<file path="src/rtl/sdram_arbiter.sv">
// sdram_arbiter
//   Three-requester arbiter in front of a single SDRAM channel. Each requester
//   posts a one-cycle request that is captured into its own slot. One access is
//   issued at a time. The access completes on sdram_done, or it is abandoned
//   once TIMEOUT_CYCLES WAIT cycles pass without sdram_done.
//
// Ports
//   clk1x, reset               clock, synchronous active-high reset
//   rqN_req/rnw/addr/be/din    request pulse plus fields sampled with it (N = 0..2)
//   rqN_busy/done/dout         pending-or-in-service, completion pulse, read data
//   sdram_ena/rnw/Adr/be/      one-cycle access strobe plus fields that stay held
//     dataWrite                until the access ends
//   sdram_done/dataRead        completion pulse and read data from the channel
//   err_overrun, err_timeout   sticky error flags
//
// state  | meaning
// IDLE   | no access outstanding; pick a winner when any slot is pending
// ISSUE  | sdram_ena high for one cycle with the winner's slot fields
// WAIT   | waiting for sdram_done or for the timeout
module sdram_arbiter #(
  parameter int TIMEOUT_CYCLES = 4095,
  parameter bit PRIO0          = 1'b1
) (
  input  logic        clk1x,
  input  logic        reset,
  input  logic        rq0_req,
  input  logic        rq0_rnw,
  input  logic [26:0] rq0_addr,
  input  logic [3:0]  rq0_be,
  input  logic [31:0] rq0_din,
  output logic        rq0_busy,
  output logic        rq0_done,
  output logic [31:0] rq0_dout,
  input  logic        rq1_req,
  input  logic        rq1_rnw,
  input  logic [26:0] rq1_addr,
  input  logic [3:0]  rq1_be,
  input  logic [31:0] rq1_din,
  output logic        rq1_busy,
  output logic        rq1_done,
  output logic [31:0] rq1_dout,
  input  logic        rq2_req,
  input  logic        rq2_rnw,
  input  logic [26:0] rq2_addr,
  input  logic [3:0]  rq2_be,
  input  logic [31:0] rq2_din,
  output logic        rq2_busy,
  output logic        rq2_done,
  output logic [31:0] rq2_dout,
  output logic        sdram_ena,
  output logic        sdram_rnw,
  output logic [26:0] sdram_Adr,
  output logic [3:0]  sdram_be,
  output logic [31:0] sdram_dataWrite,
  input  logic        sdram_done,
  input  logic [31:0] sdram_dataRead,
  output logic        err_overrun,
  output logic        err_timeout
);

  localparam int CNT_W = (TIMEOUT_CYCLES < 2) ? 1 : $clog2(TIMEOUT_CYCLES + 1);
  localparam logic [CNT_W-1:0] CNT_MAX = CNT_W'(TIMEOUT_CYCLES);

  typedef enum logic [1:0] {S_IDLE, S_ISSUE, S_WAIT} state_e;

  state_e      state_q, state_d;

  logic [2:0]  req_in, rnw_in;
  logic [26:0] addr_in [3];
  logic [3:0]  be_in   [3];
  logic [31:0] din_in  [3];

  logic [2:0]  pending_q;
  logic [1:0]  last_q, gnt_q, win_d;
  logic [2:0]  slot_rnw_q;
  logic [26:0] slot_addr_q [3];
  logic [3:0]  slot_be_q   [3];
  logic [31:0] slot_din_q  [3];

  logic        s_rnw_q;
  logic [26:0] s_adr_q;
  logic [3:0]  s_be_q;
  logic [31:0] s_dw_q;

  logic [2:0]  done_q;
  logic [31:0] dout_q [3];
  logic        err_ovr_q, err_to_q;
  logic [CNT_W-1:0] cnt_q;

  logic [2:0]  busy_o, done_o;

  assign req_in     = {rq2_req, rq1_req, rq0_req};
  assign rnw_in     = {rq2_rnw, rq1_rnw, rq0_rnw};
  assign addr_in[0] = rq0_addr;
  assign addr_in[1] = rq1_addr;
  assign addr_in[2] = rq2_addr;
  assign be_in[0]   = rq0_be;
  assign be_in[1]   = rq1_be;
  assign be_in[2]   = rq2_be;
  assign din_in[0]  = rq0_din;
  assign din_in[1]  = rq1_din;
  assign din_in[2]  = rq2_din;

  function automatic logic [1:0] rr_idx(input logic [1:0] base, input int off);
    int s;
    s = (int'(base) + off) % 3;
    return s[1:0];
  endfunction

  // Winner selection: requester 0 overrides when PRIO0 is set; otherwise scan
  // cyclically, starting one past the last requester that completed.
  always_comb begin
    logic       found;
    logic [1:0] cand;
    win_d = 2'd0;
    found = 1'b0;
    cand  = 2'd0;
    if (PRIO0 && pending_q[0]) begin
      win_d = 2'd0;
    end else begin
      for (int i = 1; i <= 3; i++) begin
        cand = rr_idx(last_q, i);
        if (!found && pending_q[cand]) begin
          win_d = cand;
          found = 1'b1;
        end
      end
    end
  end

  // State register
  always_ff @(posedge clk1x) begin
    if (reset) state_q <= S_IDLE;
    else       state_q <= state_d;
  end

  // Next-state logic. sdram_done outside WAIT has no effect.
  always_comb begin
    state_d = state_q;
    case (state_q)
      S_IDLE:  if (|pending_q) state_d = S_ISSUE;
      S_ISSUE: state_d = S_WAIT;
      S_WAIT:  if (sdram_done || (cnt_q == CNT_MAX)) state_d = S_IDLE;
      default: state_d = S_IDLE;
    endcase
  end

  // Output logic. Gating with reset keeps the strobes quiet for the whole reset cycle.
  always_comb begin
    sdram_ena = (state_q == S_ISSUE) && !reset;
    busy_o    = (pending_q | done_q) & {3{~reset}};
    done_o    = done_q & {3{~reset}};
  end

  // Datapath: slots, issue registers, completion and error flags
  always_ff @(posedge clk1x) begin
    if (reset) begin
      pending_q <= 3'b000;
      last_q    <= 2'd2;
      gnt_q     <= 2'd0;
      s_rnw_q   <= 1'b1;
      s_adr_q   <= '0;
      s_be_q    <= '0;
      s_dw_q    <= '0;
      done_q    <= 3'b000;
      err_ovr_q <= 1'b0;
      err_to_q  <= 1'b0;
      cnt_q     <= '0;
      for (int n = 0; n < 3; n++) begin
        slot_rnw_q[n]  <= 1'b1;
        slot_addr_q[n] <= '0;
        slot_be_q[n]   <= '0;
        slot_din_q[n]  <= '0;
        dout_q[n]      <= '0;
      end
    end else begin
      done_q <= 3'b000;

      // pending_q clears at the end of the done cycle's predecessor, so a
      // request in the done cycle itself is accepted rather than flagged.
      for (int n = 0; n < 3; n++) begin
        if (req_in[n] && !pending_q[n]) begin
          pending_q[n]   <= 1'b1;
          slot_rnw_q[n]  <= rnw_in[n];
          slot_addr_q[n] <= addr_in[n];
          slot_be_q[n]   <= be_in[n];
          slot_din_q[n]  <= din_in[n];
        end
      end
      if (|(req_in & pending_q)) err_ovr_q <= 1'b1;

      case (state_q)
        S_IDLE: begin
          if (|pending_q) begin
            gnt_q   <= win_d;
            s_rnw_q <= slot_rnw_q[win_d];
            s_adr_q <= slot_addr_q[win_d];
            s_be_q  <= slot_be_q[win_d];
            s_dw_q  <= slot_din_q[win_d];
            cnt_q   <= '0;
          end
        end
        S_WAIT: begin
          if (sdram_done) begin
            done_q[gnt_q]    <= 1'b1;
            pending_q[gnt_q] <= 1'b0;
            last_q           <= gnt_q;
            if (s_rnw_q) dout_q[gnt_q] <= sdram_dataRead;
          end else if (cnt_q == CNT_MAX) begin
            done_q[gnt_q]    <= 1'b1;
            pending_q[gnt_q] <= 1'b0;
            dout_q[gnt_q]    <= '0;
            err_to_q         <= 1'b1;
          end else begin
            cnt_q <= cnt_q + CNT_W'(1);
          end
        end
        default: ;
      endcase
    end
  end

  assign rq0_busy        = busy_o[0];
  assign rq1_busy        = busy_o[1];
  assign rq2_busy        = busy_o[2];
  assign rq0_done        = done_o[0];
  assign rq1_done        = done_o[1];
  assign rq2_done        = done_o[2];
  assign rq0_dout        = dout_q[0];
  assign rq1_dout        = dout_q[1];
  assign rq2_dout        = dout_q[2];
  assign sdram_rnw       = s_rnw_q;
  assign sdram_Adr       = s_adr_q;
  assign sdram_be        = s_be_q;
  assign sdram_dataWrite = s_dw_q;
  assign err_overrun     = err_ovr_q;
  assign err_timeout     = err_to_q;

endmodule

</file>
<file path="config.mk">
export PLATFORM = sky130hd
export DESIGN_NAME = sdram_arbiter
export DESIGN_NICKNAME = d
export VERILOG_FILES = /design/src/rtl/sdram_arbiter.sv
export SDC_FILE = /design/constraint.sdc
export NUM_CORES = 1
export LEC_CHECK = 0
export ABC_AREA = 1
export BUFFER_PORTS_ARGS = -buffer_cell sky130_fd_sc_hd__buf_2
export CAP_MARGIN = 20
export CORE_MARGIN = 2
export CORE_UTILIZATION = 54
export DETAILED_ROUTE_END_ITERATION = 8
export PLACE_DENSITY = 0.8
export RECOVER_POWER = 100
export SLEW_MARGIN = 0
export SYNTH_ARGS = -nofsm -noshare
export SYNTH_HDL_FRONTEND = slang
export SYNTH_SLANG_ARGS = --single-unit
</file>
<file path="constraint.sdc">
create_clock -name clk1x -period 6.2 [get_ports clk1x]
set_input_delay 0.31 -clock clk1x [delete_from_list [all_inputs] [get_ports clk1x]]
set_output_delay 0.31 -clock clk1x [all_outputs]
set_load 0.005 [all_outputs]
</file>
* Yosys cells after proc, flatten, opt, wreduce, memory -nomap -nowiden
Memories as Yosys holds them, arrays and structs flattened. A register that Yosys moved wholly into a read port is not among the register bits. Cells that the tools add are included.
Word-level totals: output and inout port bits 169, register bits 30, word-level logic and storage cells 150, input bits 230, memories kept 4, memory bits (writable) 285
Cells by class: eq/ne operators 7, magnitude comparators 6, div/mod/pow operators 3, mux-type cells 70, reductions and logical operators 25, bitwise gates (word level) 19, $add $sub $neg 4
Memory list:
- dout_q | depth 3, width 32, rd ports 3, clocked after memory_dff 0, wr ports 3, line 86 | logic [31:0] dout_q [3];
- slot_din_q | depth 3, width 32, rd ports 1, clocked after memory_dff 1, wr ports 3, line 78 | logic [31:0] slot_din_q [3];
- slot_addr_q | depth 3, width 27, rd ports 1, clocked after memory_dff 1, wr ports 3, line 76 | logic [26:0] slot_addr_q [3];
- slot_be_q | depth 3, width 4, rd ports 1, clocked after memory_dff 1, wr ports 3, line 77 | logic [3:0] slot_be_q [3];
Operators by type and width (count):
- 2-to-1 mux 32 bit | 5
- remainder unit 32 x 3 -> 32 bit (second input constant) | 3
- 2-to-1 mux 27 bit | 3
- 2-to-1 mux 1 bit | 37
- 2-to-1 mux 12 bit | 3
- OR reduction 32 bit | 1
- case mux 12 bit (2 select lines) | 1
- < comparator 2 x 3 -> 1 bit (second input constant) | 5
- 2-to-1 mux 3 bit | 5
- 2-to-1 mux 2 bit | 7
- adder 12 x 1 -> 12 bit (second input constant) | 1
- AND 3 bit | 4
- equality test 12 bit (second input constant) | 1
- 2-to-1 mux 4 bit | 3
- bitwise OR 1 bit | 10
- binary-select mux 1 bit (select 2 bit) | 4
- inequality test 2 bit (second input constant) | 4
- logical AND 1 bit | 7
- adder 2 x 2 -> 3 bit (second input constant) | 2
- zero test 1 bit | 6
- case mux 2 bit (3 select lines) | 1
- AND reduction 2 bit | 3
- OR reduction 3 bit | 2
- AND reduction 4 bit | 1
- 13 further kinds | 15

* Longest topological paths before layout
Gate-level depths: netlist of run 1.
word-level depth 16, gate-level depth with buffers 14

* Least setup slack after synthesis of run 1
No wires, ideal clock.
path kind register to register, start point register pending_q[1], end point memory slot_addr_q[1][0], enable pin, period minus slack after synthesis 5525 ps, data required time 5627 ps, cell stages (with the launch flop) 3, setup slack 675 ps, data arrival time 4952 ps, cell sequence dfxtp_1 > buf_2 > o21ai_0
RTL lines:
- from (decl) | line 73 | logic [2:0] pending_q;
- from (signal assigned) | line 158 | pending_q <= 3'b000;
- from (signal, indexed assignment) | line 183 | pending_q[n] <= 1'b1;
- from (signal, indexed assignment) | line 206 | pending_q[gnt_q] <= 1'b0;
- to (decl) | line 76

==> impl_metrics.json, run 1 <==
{
  "status": "finished, violations left",
  "failed_checks": "capacitance limit, slew limit",
  "grt_pass1_wl_um": 70000,
  "cts_buffer_depth": 3,
  "viasPerCell": 5.29,
  "finalHoldViolCount": 0,
  "syn_area_mm2": 0.0171,
  "ant_nets": 0,
  "cts_made_buffers": 40,
  "crit_start": "state_q[1]",
  "syn_area_per_cell_um2": 9.08,
  "fmax_mhz": 223,
  "grt_usage": 0.268,
  "wl_per_cell_um": 17.1,
  "die_area_mm2": 0.0331,
  "drive_gt1_frac": 0.176,
  "leakagePower_nw": 10.1,
  "vias": 14059,
  "grt_pass1_vias": 13328,
  "crit_arrival_ps": 4630,
  "period_share": 0.724,
  "cts-root-buf": "clkbuf_16",
  "fin_ws_ps": 1710,
  "maxSlewHeadroom": -0.997,
  "synth_async_sr_flop_share": 0,
  "yosys_register_bits": 378,
  "dieHeight_um": 182,
  "wirelength_um": 45400,
  "synth_cell_types": 34,
  "p_total_mw": 6.44,
  "nets": 2458,
  "setup_violations": 0,
  "clk_pin_slew_ps": 60,
  "period_needed_ps": 4490,
  "hold_start": "rq0_rnw",
  "slew_viol_final": 333,
  "htreeDepth": 2,
  "rows": 65,
  "syn_nets": 2115,
  "drc": 0,
  "crit_path_end_kind": "flop",
  "ff_latch_area_mm2": 0.0104,
  "r2r_slack_ps": 1710,
  "required_ps": 6340,
  "cp-start-kind": "flop",
  "portBuffers": 398,
  "multi_input_area_mm2": 0.00441,
  "gp_congestion": 0.899,
  "hold_depth": 3,
  "initial_core_util": 0.545,
  "die_w_um": 182,
  "rsz0062_at_grt": "false",
  "synth_edf_count": 285,
  "clkSinkCount": 378,
  "ys_warn_count": 0,
  "worstRegToRegCells": 9,
  "core_mm2": 0.0313,
  "setup_tns_ps": 0,
  "drv_cap": 6,
  "insertion_delay_ps": 530,
  "worst_pin_slew_ps": 3000,
  "synthCells": 1882,
  "cts_tree": "yes",
  "antenna_found_initial": 1,
  "drt_pass1_iterations": 6,
  "hold_class": "in2reg",
  "cts_resized": 0,
  "worstSetupPathType": "reg2reg",
  "overflow": 0,
  "place_ws_ps": 2490,
  "reg2reg_from": "state_q[1]",
  "grt_max_degree": 125,
  "dp_hpwl_um": 29400,
  "path_max_fanout": 41,
  "skew_ps": 14.3,
  "post-route-util": 0.653,
  "pin_count": 399,
  "initialDrtViolationCount": 1193,
  "ys_seq_area_frac": 0.610,
  "area_growth_pct": 19.7,
  "hold_ws_ps": 25.1,
  "cts_hold_buf": 0,
  "ir_drop_mv": 0.219,
  "cts_setup_buffers": 0,
  "cellPowerDensity_mw_per_mm2": 315,
  "n_fill_cell": 2575,
  "ys.flop_type": "edfxtp_1"
}
==> layer usage <==
metal | vias up | wire length [um] | share of wire | GRT usage
met5 | - | 10 | 0.00022 | 0
met4 | 2 | 2020 | 0.045 | 0.115
met3 | 123 | 4270 | 0.094 | 0.0443
met2 | 786 | 21800 | 0.48 | 0.456
met1 | 6444 | 17300 | 0.38 | 0.339
li1 | 6704 | - | - | -
==> final cells by class <==
type | instances | area share
tap | 402 | 0.0246
clock inverter | 16 | 0.00765
inverter | 468 | 0.0859
clock buffer | 57 | 0.0556
antenna | 1 | 0.000122
timing repair buffer | 418 | 0.100
multi-input combinational | 919 | 0.216
sequential | 378 | 0.510
==> where the power goes <==
| part | internal (mW) | leakage (nW) | total (mW) | switching [mW] |
|---|---|---|---|---|
| clock | 1.40 | 0.637 | 2.37 | 0.973 |
| sequential | 2.96 | 3.78 | 3.06 | 0.0990 |
| combinational | 0.310 | 5.67 | 1.00 | 0.691 |
==> cells by family (layout without fill, tap and decap cells) <==
group | count (synthesis) | count (layout) | share of synthesized area
adder cells (fa/ha/maj) | 3 | 3 | 0.00220
buffers and inverters | 585 | 959 | 0.132
XOR/XNOR | 5 | 5 | 0.00256
other | 0 | 1 | 0
AO/OA/AOI/OAI | 146 | 146 | 0.0460
AND/OR/NAND/NOR | 765 | 765 | 0.207
flip-flops | 378 | 378 | 0.610
==> worst max-delay path, stage by stage (launching register included) <==
cell      delay, ps
dfxtp_1         340
inv_1            60
nor2_1           80
inv_1           190
nor2_1          310
inv_1           210
nor2_1         1740
o21ai_0         280
nand2_1         140
clkbuf_2        740
==> placed cells by master, fill, tap and decap left out, types with 3 or more instances in the layout <==
cell	n
inv_1	463
buf_2	308
edfxtp_1	285
nand2_1	260
nor2_1	220
nand4_1	162
clkbuf_1	102
dfxtp_1	93
nand3_1	82
a21oi_1	77
o21ai_0	53
clkbuf_16	41
nand3b_1	25
buf_4	11
clkinv_1	6
nor3_1	6
clkinv_2	6
clkbuf_2	6
xor2_1	5
clkbuf_8	5
inv_2	4
nand3_2	3
nor2_2	3
o221ai_1	3
o211ai_1	3
ha_1	3
bufinv_16	3
==> synth_stat cells, types with 5 or more instances <==
library cell / number / area share
dfxtp_1: 93 / 0.11
buf_4: 6 / 0.0026
o21ai_0: 53 / 0.016
xor2_1: 5 / 0.0026
edfxtp_1: 285 / 0.50
buf_1: 9 / 0.0020
nor3_1: 6 / 0.0018
inv_2: 6 / 0.0013
nand2_1: 260 / 0.057
clkbuf_1: 72 / 0.016
nand3b_1: 25 / 0.011
a21oi_1: 77 / 0.023
inv_1: 461 / 0.10
nand3_1: 82 / 0.024
buf_2: 30 / 0.0088
nand4_1: 162 / 0.059
nor2_1: 222 / 0.049
==> stage by stage <==
stage	instance area [um^2]	instances
detailed placement	19300	2583
global placement	19300	2583
CTS	20600	2656
global route	20400	2658
finish	20400	2659
floorplan	17100	1882
==> state kept, by name (all words and copies together) (netlist names) <==
signal           flops
dout_q              96
slot_din_q          96
slot_addr_q         81
sdram_dataWrite     32
sdram_Adr           27
cnt_q               12
slot_be_q           12
sdram_be             4
done_q               3
pending_q            3
slot_rnw_q           3
gnt_q                2
last_q               2
state_q              2
err_overrun          1
err_timeout          1
sdram_rnw            1
==> path summary, 6_finish.rpt <==
kind	to
worst max-delay path	dout_q[2][21]
worst max register to register	dout_q[2][21]
worst min register to register	sdram_Adr[5]
worst min-delay path	slot_rnw_q[0]
Power figures use the tool's default switching activity.
==> inputs of run 2 (changes only) <==
- clock period: 6.2 -> 4.3 ns (I/O delays scaled with it)
==> run 2 against run 1 <==
Against the previous run: design area is 4.7% higher; sequential share of layout area shrank 2.3 points; total power rose by 44%; via count rose by 5.7%; final cell count rose by 4.0%; hold slack got worse by 25 ps; sequential power up 44%; core utilization increased by 3.0 points; wire length rose by 8.2%; the flow still finishes with violations (capacitance limit, slew limit); global-route usage is 2.1 points higher; fmax is 23% higher.
==> impl_metrics.json, run 2 (synthesis gave the netlist of run 1 again) <==
{
  "place_ws_ps": 1180,
  "cellPowerDensity_mw_per_mm2": 434,
  "die_w_um": 182,
  "final_common_cell": "inv_1",
  "viasPerCell": 5.37,
  "crit_start": "pending_q[0]",
  "grt_pass1_vias": 14312,
  "ant_nets": 0,
  "wl_per_cell_um": 17.8,
  "post-route-util": 0.683,
  "ff_latch_area_mm2": 0.0104,
  "grt_util_met2": 0.495,
  "n_fill_cell": 2343,
  "drive_gt1_frac": 0.167,
  "crit_arrival_ps": 3800,
  "dp_hpwl_um": 30700,
  "r2r_slack_ps": 650,
  "finalHoldViolCount": 0,
  "maxSlewHeadroom": -1.06,
  "period_needed_ps": 3650,
  "pin_count": 399,
  "grt_pass1_wl_um": 75200,
  "drv_cap": 8,
  "required_ps": 4450,
  "cts_tree": "yes",
  "skew_ps": 15.7,
  "worstSetupPathType": "reg2reg",
  "cts_buffer_depth": 3,
  "nets": 2563,
  "wirelength_um": 49100,
  "insertion_delay_ps": 530,
  "crit_path_end_kind": "flop",
  "cts-root-buf": "clkbuf_16",
  "path_max_fanout": 32,
  "setup_tns_ps": 0,
  "dieHeight_um": 182,
  "htreeDepth": 2,
  "use_met1": 0.354,
  "vias": 14855,
  "cts_setup_buffers": 0,
  "final_cell_mix": "464 x inv_1, 298 x buf_2, 285 x edfxtp_1",
  "fmax_mhz": 274,
  "setup_violations": 0,
  "setup.worst_path.end": "slot_addr_q[0][15]",
  "initialDrtViolationCount": 1355,
  "initial_core_util": 0.545,
  "status": "finished, violations left",
  "area_growth_pct": 25.3,
  "drc": 0,
  "reg_top3": "dout_q (96), slot_din_q (96), slot_addr_q (81)",
  "reg2reg_from": "pending_q[0]",
  "busiest_layer": "met2",
  "worst_pin_slew_ps": 3090,
  "gp_congestion": 0.909,
  "grt_max_degree": 131,
  "die_area_mm2": 0.0331,
  "portBuffers": 398,
  "antenna_found_initial": 2,
  "failed_checks": "capacitance limit, slew limit",
  "cp-start-kind": "flop",
  "cts_made_buffers": 40,
  "hold_depth": 3,
  "slew_viol_final": 517,
  "overflow": 0,
  "multi_input_area_mm2": 0.00440,
  "hold_class": "in2reg",
  "grt_usage": 0.289,
  "core_mm2": 0.0313,
  "rsz0062_at_grt": "false",
  "fin_ws_ps": 653,
  "drt_pass1_iterations": 8,
  "use_met3": 0.0550,
  "period_share": 0.848,
  "worstRegToRegCells": 2,
  "clk_pin_slew_ps": 60,
  "clkSinkCount": 378,
  "hold_ws_ps": 0.627,
  "leakagePower_nw": 10.5,
  "ir_drop_mv": 0.283,
  "r2r-end": "slot_addr_q[0][15]",
  "rows": 65
}
[run 2: changes by cell type in the layout (fill, tap and decap cells not counted), sizes merged]
cell	change
buf	-5
bufinv	-2
clkbuf	+11
clkinv	-1
clkinvlp	+2
diode	+1
dlygate4sd3	+101
[run 2: final cells by class]
| type | instances | area share |
|---|---|---|
| multi-input combinational | 919 | 0.206 |
| tap | 402 | 0.0235 |
| sequential | 378 | 0.487 |
| clock inverter | 15 | 0.00521 |
| timing repair buffer | 523 | 0.143 |
| inverter | 468 | 0.0821 |
| antenna | 2 | 0.000234 |
| clock buffer | 59 | 0.0535 |
[run 2: what timing repair did]
action,CTS,global route
hold buffers,100,1
resized for setup,0,0
hold endpoints to repair,101,1
[run 2: metrics by stage]
step / instance area, um^2 / total power [mW] / instances
after floorplan: 17100 / 5.33 / 1882
after global placement: 19300 / 5.89 / 2588
after detailed placement: 19300 / 5.94 / 2589
after CTS: 21600 / 9.31 / 2763
after global routing: 21400 / 9.65 / 2765
final: 21400 / 9.29 / 2766
[run 2: how the worst min path moves through the flow]
stage	start	end	slack [ps]
2_1_floorplan	rq2_rnw	slot_rnw_q[2]	330
3_3_place_gp	rq2_rnw	slot_rnw_q[2]	430
3_5_place_dp	rq2_rnw	slot_rnw_q[2]	420
4_1_cts	rq1_din[25]	slot_din_q[1][25]	0.2
5_1_grt	rq2_addr[11]	slot_addr_q[2][11]	2
6_report	rq1_addr[17]	slot_addr_q[1][17]	0.6
[run 2: where the power goes]
part | total (mW) | internal (mW) | switching, mW
Combinational | 1.54 | 0.509 | 1.03
Clock | 3.33 | 1.91 | 1.42
Sequential | 4.42 | 4.27 | 0.147
Total | 9.29 | 6.69 | 2.60
[run 2: layer usage]
| layer | vias to the layer above | routed length (um) |
|---|---|---|
| met3 | 164 | 5180 |
| li1 | 6925 | - |
| met5 | - | 0 |
| met1 | 6845 | 17900 |
| met2 | 921 | 23800 |
| met4 | 0 | 2230 |
[run 2: critical path, stage by stage, from the launching register on]
cell      delay (ps)
dfxtp_1          390
o21ai_0         1860
clkbuf_2        1010
